File: src/rtl/sccb_target.sv
// SCCB/I2C target: oversamples sioc/siod, detects START/STOP, ACKs its device address and
// turns register writes and sequential reads into accesses on an external register file.
module sccb_target #(
    parameter logic [6:0] DEVICE_ID = 7'h21
) (
    input  logic       clk_50,
    input  logic       reset,
    input  logic       sioc_in,
    input  logic       siod_in,
    output logic       siod_oe,
    output logic       wr_en,
    output logic [7:0] wr_addr,
    output logic [7:0] wr_data,
    output logic [7:0] rd_addr,
    input  logic [7:0] rd_data,
    output logic       busy
);

    typedef enum logic [3:0] {
        StIdle, StDevAddr, StDevAck, StRegAddr, StRegAck,
        StWrData, StWrAck, StRdData, StRdAck
    } state_e;

    state_e     r_state, w_state_next;
    logic       r_sioc_meta, r_sioc_sync, r_sioc_hist;
    logic       r_siod_meta, r_siod_sync, r_siod_hist;
    logic [3:0] r_bit_cnt;
    logic [7:0] r_shift;
    logic [7:0] r_ptr;
    logic       r_rw;
    logic       r_siod_oe;
    logic       r_busy;
    logic       r_wr_en;
    logic [7:0] r_wr_addr, r_wr_data;

    logic       w_rise, w_fall, w_start, w_stop, w_last, w_id_match;
    logic [7:0] w_byte;
    logic       w_oe_next, w_busy_next, w_wr_stb, w_load, w_ptr_load, w_ptr_inc;

    assign w_rise     = r_sioc_sync & ~r_sioc_hist;
    assign w_fall     = ~r_sioc_sync & r_sioc_hist;
    assign w_start    = r_sioc_sync & r_sioc_hist & r_siod_hist & ~r_siod_sync;
    assign w_stop     = r_sioc_sync & r_sioc_hist & ~r_siod_hist & r_siod_sync;
    assign w_last     = (r_bit_cnt == 4'd7);
    assign w_byte     = {r_shift[6:0], r_siod_sync};
    assign w_id_match = (w_byte[7:1] == DEVICE_ID);

    always_ff @(posedge clk_50) begin
        if (reset) begin
            r_state <= StIdle;
        end else begin
            r_state <= w_state_next;
        end
    end

    always_comb begin
        w_state_next = r_state;
        if (w_start) begin
            w_state_next = StDevAddr;
        end else if (w_stop) begin
            w_state_next = StIdle;
        end else begin
            case (r_state)
                StIdle:    w_state_next = StIdle;
                StDevAddr: if (w_rise && w_last) w_state_next = w_id_match ? StDevAck : StIdle;
                StDevAck:  if (w_fall && r_siod_oe) w_state_next = r_rw ? StRdData : StRegAddr;
                StRegAddr: if (w_rise && w_last) w_state_next = StRegAck;
                StRegAck:  if (w_fall && r_siod_oe) w_state_next = StWrData;
                StWrData:  if (w_rise && w_last) w_state_next = StWrAck;
                StWrAck:   if (w_fall && r_siod_oe) w_state_next = StWrData;
                StRdData:  if (w_fall && r_bit_cnt == 4'd8) w_state_next = StRdAck;
                StRdAck: begin
                    // NACK parks in idle (busy stays set) until the master issues STOP/START
                    if (w_rise && r_siod_sync) w_state_next = StIdle;
                    else if (w_fall && r_bit_cnt == 4'd1) w_state_next = StRdData;
                end
                default:   w_state_next = StIdle;
            endcase
        end
    end

    always_comb begin
        w_oe_next   = r_siod_oe;
        w_busy_next = r_busy;
        w_wr_stb    = 1'b0;
        w_load      = 1'b0;
        w_ptr_load  = 1'b0;
        w_ptr_inc   = 1'b0;
        if (w_start || w_stop) begin
            w_oe_next   = 1'b0;
            w_busy_next = 1'b0;
        end else begin
            case (r_state)
                StIdle: w_oe_next = 1'b0;
                StDevAddr: begin
                    if (w_rise && w_last && w_id_match) w_busy_next = 1'b1;
                end
                StDevAck, StRegAck, StWrAck: begin
                    // First fall starts the ACK, the fall after the ACK clock ends it
                    if (w_fall) begin
                        w_oe_next = ~r_siod_oe;
                        if (r_siod_oe && r_state == StDevAck && r_rw) begin
                            w_load    = 1'b1;
                            w_oe_next = ~rd_data[7];
                        end
                    end
                end
                StRegAddr: begin
                    if (w_rise && w_last) w_ptr_load = 1'b1;
                end
                StWrData: begin
                    if (w_rise && w_last) begin
                        w_wr_stb  = 1'b1;
                        w_ptr_inc = 1'b1;
                    end
                end
                StRdData: begin
                    if (w_fall) w_oe_next = (r_bit_cnt == 4'd8) ? 1'b0 : ~r_shift[7];
                    if (w_rise && w_last) w_ptr_inc = 1'b1;
                end
                StRdAck: begin
                    if (w_fall && r_bit_cnt == 4'd1) begin
                        w_load    = 1'b1;
                        w_oe_next = ~rd_data[7];
                    end
                end
                default: w_oe_next = 1'b0;
            endcase
        end
    end

    always_ff @(posedge clk_50) begin
        if (reset) begin
            r_sioc_meta <= 1'b1;
            r_sioc_sync <= 1'b1;
            r_sioc_hist <= 1'b1;
            r_siod_meta <= 1'b1;
            r_siod_sync <= 1'b1;
            r_siod_hist <= 1'b1;
            r_bit_cnt   <= 4'd0;
            r_shift     <= 8'd0;
            r_ptr       <= 8'd0;
            r_rw        <= 1'b0;
            r_siod_oe   <= 1'b0;
            r_busy      <= 1'b0;
            r_wr_en     <= 1'b0;
            r_wr_addr   <= 8'd0;
            r_wr_data   <= 8'd0;
        end else begin
            r_sioc_meta <= sioc_in;
            r_sioc_sync <= r_sioc_meta;
            r_sioc_hist <= r_sioc_sync;
            r_siod_meta <= siod_in;
            r_siod_sync <= r_siod_meta;
            r_siod_hist <= r_siod_sync;
            r_siod_oe   <= w_oe_next;
            r_busy      <= w_busy_next;
            r_wr_en     <= w_wr_stb;
            if (w_wr_stb) begin
                r_wr_addr <= r_ptr;
                r_wr_data <= w_byte;
            end
            if (w_ptr_load) begin
                r_ptr <= w_byte;
            end else if (w_ptr_inc) begin
                r_ptr <= r_ptr + 8'd1;
            end
            if (r_state == StDevAddr && w_rise && w_last) begin
                r_rw <= r_siod_sync;
            end
            if (w_start || r_state != w_state_next) begin
                r_bit_cnt <= 4'd0;
            end else if (w_rise) begin
                case (r_state)
                    StDevAddr, StRegAddr, StWrData: begin
                        r_bit_cnt <= r_bit_cnt + 4'd1;
                        r_shift   <= w_byte;
                    end
                    StRdData: begin
                        r_bit_cnt <= r_bit_cnt + 4'd1;
                        r_shift   <= {r_shift[6:0], 1'b0};
                    end
                    StRdAck: if (!r_siod_sync) r_bit_cnt <= 4'd1;
                    default: r_bit_cnt <= r_bit_cnt;
                endcase
            end
            if (w_load) begin
                r_shift <= rd_data;
            end
        end
    end

    assign siod_oe = r_siod_oe;
    assign wr_en   = r_wr_en;
    assign wr_addr = r_wr_addr;
    assign wr_data = r_wr_data;
    assign rd_addr = r_ptr;
    assign busy    = r_busy;

endmodule

File: config.mk
export PLATFORM = sky130hd
export DESIGN_NAME = sccb_target
export DESIGN_NICKNAME = d
export VERILOG_FILES = /design/src/rtl/sccb_target.sv
export SDC_FILE = /design/constraint.sdc
export NUM_CORES = 1
export LEC_CHECK = 0
export ABC_AREA = 1
export BUFFER_PORTS_ARGS = -buffer_cell sky130_fd_sc_hd__buf_4
export CORE_AREA = 2 2 78 80
export DETAILED_ROUTE_END_ITERATION = 8
export DIE_AREA = 0 0 80 82
export SYNTH_ARGS = -nofsm -noshare
export SYNTH_HDL_FRONTEND = slang
export SYNTH_SLANG_ARGS = --single-unit
export TNS_END_PERCENT = 30
File: constraint.sdc
create_clock -name clk_50 -period 2.2 [get_ports clk_50]
set_input_delay 0.11 -clock clk_50 [delete_from_list [all_inputs] [get_ports clk_50]]
set_output_delay 0.11 -clock clk_50 [all_outputs]
set_load 0.1 [all_outputs]
**Word level (Yosys, flattened, before mapping)**

Index checks and enable logic that the tools add are counted.

- Equal/unequal tests: 18
- Add/subtract/negate cells: 2
- Bitwise operators: 15
- Mux-type cells: 39
- Reduce and logical (&&, ||, !) cells: 27

Operators with widths:

| cell | number |
|---|---|
| $mux 4 | 11 |
| $mux 8 | 5 |
| $pmux 4 s7 | 1 |
| $eq 4x3->1 const B | 5 |
| $mux 1 | 16 |
| $pmux 8 s2 | 1 |
| $logic_and 1x1->1 | 10 |
| $ne 2x2->1 const B | 5 |
| $add 8x1->8 const B | 1 |
| $eq 4x1->1 const B | 2 |
| $eq 4x2->1 const B | 2 |
| $eq 4x4->1 const B | 2 |
| $not 1->1 | 8 |
| $pmux 4 s2 | 1 |
| $reduce_or 2->1 | 4 |
| $and 1x1->1 | 7 |
| $eq 7x6->1 const B | 1 |
| $reduce_and 3->1 | 2 |
| $reduce_bool 2->1 | 3 |
| $reduce_or 3->1 | 2 |
| $add 4x1->4 const B | 1 |
| $ne 4x4->1 | 1 |
| $pmux 1 s4 | 1 |
| $reduce_and 4->1 | 1 |
| other kinds (7) | 8 |

- Word-level logic and storage cells: 117
- Bits of input ports: 12
- Register bits: 50

**Logic depth before layout (Yosys ltp)**

- Depth after elaboration: 12
- Gate-level depth with buffers: 17
- Gate-level depth less buffers: 17

**Worst setup path after synthesis**

No wires, ideal clock.

- Path type: register -> register
- Start point: register r_ptr[0], in the netlist rd_addr[0]
- End point: register r_ptr[7], in the netlist rd_addr[7]
- Stages on the path, launching flop included: 9
- Data arrival time: 2279 ps
- Required time: 2072 ps
- Slack: -207 ps
- Setup time: 128 ps
- Clock period less this slack: 2407 ps
- Buffers on the path: 0
- Cell sequence: dfxtp_1 > inv_1 > nor3_1 > inv_1 > nor3_1 > nand3_1 > xor2_1 > a221oi_1 > nor2_1

- Cells in the longest elaborated chain, start to end: 3

RTL lines:

| item | line | source |
|---|---|---|
| from (decl) | 29 | `logic [7:0] r_ptr;` |
| from (signal assigned) | 164 | `r_ptr <= w_byte;` |
| from (signal assigned) | 166 | `r_ptr <= r_ptr + 8'd1;` |
| $add 8x1->8 | 166 |  |
| $mux 8 | 165 | `end else if (w_ptr_inc) begin` |
| $mux 8 | 163 | `if (w_ptr_load) begin` |

No other way between the ends. The select of a mux whose other input is x is not followed.
A chain may end at the register's enable or synchronous reset.

**Worst setup path after layout**

- Start point: register r_state[2]
- End point: register r_shift[2]

- Cells in the longest elaborated chain, start to end: 9

RTL lines:

| item | line | source |
|---|---|---|
| from (decl) | 24 | `state_e r_state, w_state_next;` |
| from (signal assigned) | 50 | `r_state <= StIdle;` |
| from (signal assigned) | 52 | `r_state <= w_state_next;` |
| $eq 4x3->1 (tied with other cells) | 63, 93 |  |
| $reduce_or 2->1 (no source line) (tied with other cells) | -- |  |
| $pmux 4 s7 or $logic_and 1x1->1 (tied branches) | 63, 102 |  |
| $mux 4 or $mux 1 (tied branches) | 60, 102 |  |
| $mux 4 or $mux 1 (tied branches) | 58, 100 |  |
| $ne 4x4->1 or $pmux 1 s2 (tied branches) | 171, 93 |  |
| $logic_or 1x1->1 or $mux 1 (tied branches) | 171, 89 |  |
| $ne 2x2->1 (no source line) (tied with other cells) | -- |  |
| $reduce_and 3->1 (no source line) | -- |  |
| to (signal assigned) | 177 | `r_shift <= w_byte;` |
| to (signal assigned) | 181 | `r_shift <= {r_shift[6:0], 1'b0};` |
| to (signal assigned) | 188 | `r_shift <= rd_data;` |
| to (decl) | 28 | `logic [7:0] r_shift;` |

Several ways; a longest one is shown, not always the timed one.

==> impl.org <==
** Clock tree
- In this run, CTS created clock tree buffers numbering 5.
- TritonCTS built the clock tree.
- Number of levels in the clock H-tree :: 2
- The clock passes through at most 2 buffers.
- Clock-pin slew was measured on the worst setup and hold paths at 110 ps.
- The root buffer cell chosen for the clock tree is sky130_fd_sc_hd__clkbuf_8.
- For this design, the sink count on the clock tree is 50.
- Clock insertion delay at the later pin of the skew report :: 320 ps

** Synth
- Net Count, Synth :: roughly 380
- Synthesized area divided by synthesized cell count :: 6.87 um2
- Number of register bits inferred by synthesis :: 50
- The largest total area in the synthesized netlist belongs to sky130_fd_sc_hd__dfxtp_1.
- Yosys Warn Count :: 0
- Proportion of synthesized chip area in sequential cells :: 0.397
- Number of enable flip-flop cells after synthesis :: 0
- Yosys top cell area share :: 0.397
- The synthesized netlist occupies a cell area of 2520 um2.
- Count of distinct cell types in the synthesized netlist :: 35
- Sorting the synthesized cells by how often they occur yields sky130_fd_sc_hd__nand2_1, sky130_fd_sc_hd__dfxtp_1, sky130_fd_sc_hd__a21oi_1.
- Prevailing post-synth register cell :: sky130_fd_sc_hd__dfxtp_1
- By area the synthesized netlist is led by sky130_fd_sc_hd__dfxtp_1, sky130_fd_sc_hd__nand2_1, sky130_fd_sc_hd__a21oi_1, sky130_fd_sc_hd__inv_1, sky130_fd_sc_hd__nor2_1.
- Share of flip-flops with an asynchronous set or reset after synthesis :: 0
- Post-synthesis cell count :: ~370
- Among all cell types in the netlist, the one instantiated most often is sky130_fd_sc_hd__nand2_1.

** Placed design
- The number of placed instances, taps included, is 483.
- The congestion estimate from routability-driven global placement came to 0.951.
- Detailed-placement wirelength estimate :: 5.11 mm
- Area after DPL :: 2960 um2
- Buffers placed on the I/O ports in this run total 38.
- OpenSTA, run right after detailed placement, puts the worst setup slack at -13.2 ps.

** Route
- Wirelength, routed :: 6.96 mm
- Number of optimization iterations in the first detailed-route pass :: 5
- The first routing iteration left 230 violations.
- Once detail routing completed, the nets flagged for antenna violations numbered 0.
- For this block, the via count after detailed routing is 2580.
- For this run, design rule violations remaining after detail routing come to 0.
- In the final routed layout, each cell accounts on average for 14.0 um.
- In the routed layout, each cell is associated on average with a via count of 5.18.

** GRT
- Global routing finished with a remaining overflow of 0.
- Overall fraction of global-route tracks in use :: 0.219
- Number of antenna violations at the first check in global routing :: 0
- Pin count of the biggest net entering global routing :: 25
- Number of global-route vias before repair :: 2246
- Global-route wire length before repair :: 11.1 mm

** STA
- Final Critical Period :: 2130 ps
- The worst path meets setup with roughly 70 ps of slack.
- Period utilisation layout :: 0.968
- Between clock sinks in the finished design, the worst skew comes to 9.68 ps.
- The max-slew violation total from the final report is 0.
- The final number of hold-violating endpoints came to 0.
- For the pin with the worst max-slew slack, the measured transition is 591 ps.
- Final hold analysis gives a worst-case slack of 118 ps.
- Setup violations remaining at the end of the flow were counted as 0.
- Relative slew slack :: 0.606
- Peak Freq :: 469 MHz

** Floorplan
- Floorplan die width :: 80 um
- Starting density of the core :: 0.439
- Height of the die :: 82 um
- Core region area :: 5750 um2
- Std cell rows :: 28
- The floorplan step defined a die boundary enclosing approximately 6600 um2.
- I/O pin count :: 39

** Finish
- Layout cell share with drive strength beyond 1 :: 0.229
- 0 antenna diodes ended up in the layout.
- Number of nets at the end of the flow :: 438
- Excluding fillers, the count of instances in the completed layout stands at 498.
- The finished cells cover 3170 um2.
- Layout overhead on the synthesized area :: 25.6%
- Fillers :: 621

** Min path
- Number of stages on the worst hold path :: 2
- Worst hold path type :: in -> reg

** Worst setup path
- The largest single stage delay on the critical path is 460 ps.
- Worst path bufs/invs :: 2
- Stages on worst setup path :: 14
- Worst setup SP type :: flip-flop
- For the worst setup path, the data arrival time is around 2300 ps.
- The largest individual stage delay along the critical path comes from the cell sky130_fd_sc_hd__dfxtp_1.
- Number of cells on the worst reg-to-reg path :: 14
- CP top delay family :: simple AND/OR/NAND/NOR gates
- CP Cell Sequence :: nand2_1 -> nor2_2 -> nand2_1 -> nand2_1 -> inv_1 -> nand3_1 -> nand2_1 -> nand2_1 -> nand2_1 -> nand2_2 -> nand4_4 -> buf_4 -> nand3_1 -> a21oi_1
- Worst EP required :: 2410 ps
- The most numerous cell type found on the critical path is sky130_fd_sc_hd__nand2_1.
- Largest driver fanout on the critical path :: 7
- Crit Path Class :: reg -> reg
- Crit end category :: flip-flop

** Power
- Leakage :: 0.00139 uW
- Peak supply drop :: 0.000306 V
- Overall power of the completed layout :: approximately 1600 uW
- Areal power density over the cells :: 503 nW/um2

** Outcome
- The run finished with clean final reports.

** Flow run
- Count of max-cap constraint violations :: 0
==> stage by stage <==
step | util | TNS [ps]
finish | 0.551 | 0
detailed placement | 0.515 | -23.6
floorplan | - | 0
CTS | 0.536 | 0
global route | 0.551 | -400
global placement | 0.515 | 0
==> power breakdown <==
group | leakage, uW | total, uW | internal (uW) | switching (uW)
sequential | 0.000408 | 914 | 909 | 4.53
combinational | 0.000935 | 91.2 | 34.5 | 56.6
clock | 0.0000502 | 587 | 236 | 350
total | 0.00139 | 1590 | 1180 | 412
==> flip-flops by register name, summed over array words and instances, names as in the netlist, 4 cells and up <==
register / count
r_shift: 8
rd_addr: 8
wr_addr: 8
wr_data: 8
r_bit_cnt: 4
r_state: 4
==> layout make-up <==
| type | count | area [um2] | share of cell area |
|---|---|---|---|
| Tap cell | 75 | 93.8 | 0.0296 |
| Clock inverter | 3 | 28.8 | 0.00909 |
| Sequential cell | 50 | 1010 | 0.320 |
| Inverter | 48 | 180 | 0.0569 |
| Timing Repair Buffer | 57 | 433 | 0.137 |
| Multi-Input combinational cell | 260 | 1350 | 0.426 |
| Clock buffer | 5 | 68.8 | 0.0217 |
==> logic make-up (layout without fill, tap and decap cells) <==
logic type / count (synthesis) / in the layout / share of synthesized area
buffers and inverters: 57 / 113 / 0.0854
adder cells (fa/ha/maj): 4 / 4 / 0.0199
AO/OA/AOI/OAI: 81 / 81 / 0.174
flip-flops: 50 / 50 / 0.397
XOR/XNOR: 4 / 4 / 0.0139
AND/OR/NAND/NOR: 171 / 171 / 0.310
==> cell usage in the layout, fill, tap and decap left out, types with 4 or more instances in the layout <==
master                      n
sky130_fd_sc_hd__dfxtp_2    6
sky130_fd_sc_hd__nor2_2     7
sky130_fd_sc_hd__clkbuf_8   5
sky130_fd_sc_hd__nor2_4     5
sky130_fd_sc_hd__inv_1     43
sky130_fd_sc_hd__dfxtp_1   43
sky130_fd_sc_hd__nand2_1   77
sky130_fd_sc_hd__nand3_1   23
sky130_fd_sc_hd__nor3_1     5
sky130_fd_sc_hd__nor2_1    36
sky130_fd_sc_hd__a21oi_1   45
sky130_fd_sc_hd__nand4_1    4
sky130_fd_sc_hd__a211oi_1   4
sky130_fd_sc_hd__o21ai_0   20
sky130_fd_sc_hd__buf_4     55
sky130_fd_sc_hd__or2_2      4
==> worst paths after layout <==
kind                                  start           to  slack, ps
worst max-delay path             r_state[2]   r_shift[2]         70
worst min-delay path                  reset   r_state[1]        120
worst max register to register   r_state[2]   r_shift[2]         70
worst min register to register  r_sioc_meta  r_sioc_sync        420
==> repair_timing <==
action,4_1_cts,5_1_grt
resized for setup,1,15
setup buffers,0,5
pin swaps,0,5
hold endpoints to repair,2,0
hold buffers,2,0
endpoints found under the setup margin,6,27
==> routing by layer <==
layer / routed length, um / global-route usage
met3: 358 / 0.0451
met1: 3540 / 0.327
met5: 0 / 0
met2: 2970 / 0.323
met4: 89 / 0.0508
Note: power is estimated with default switching activity, not from simulation.
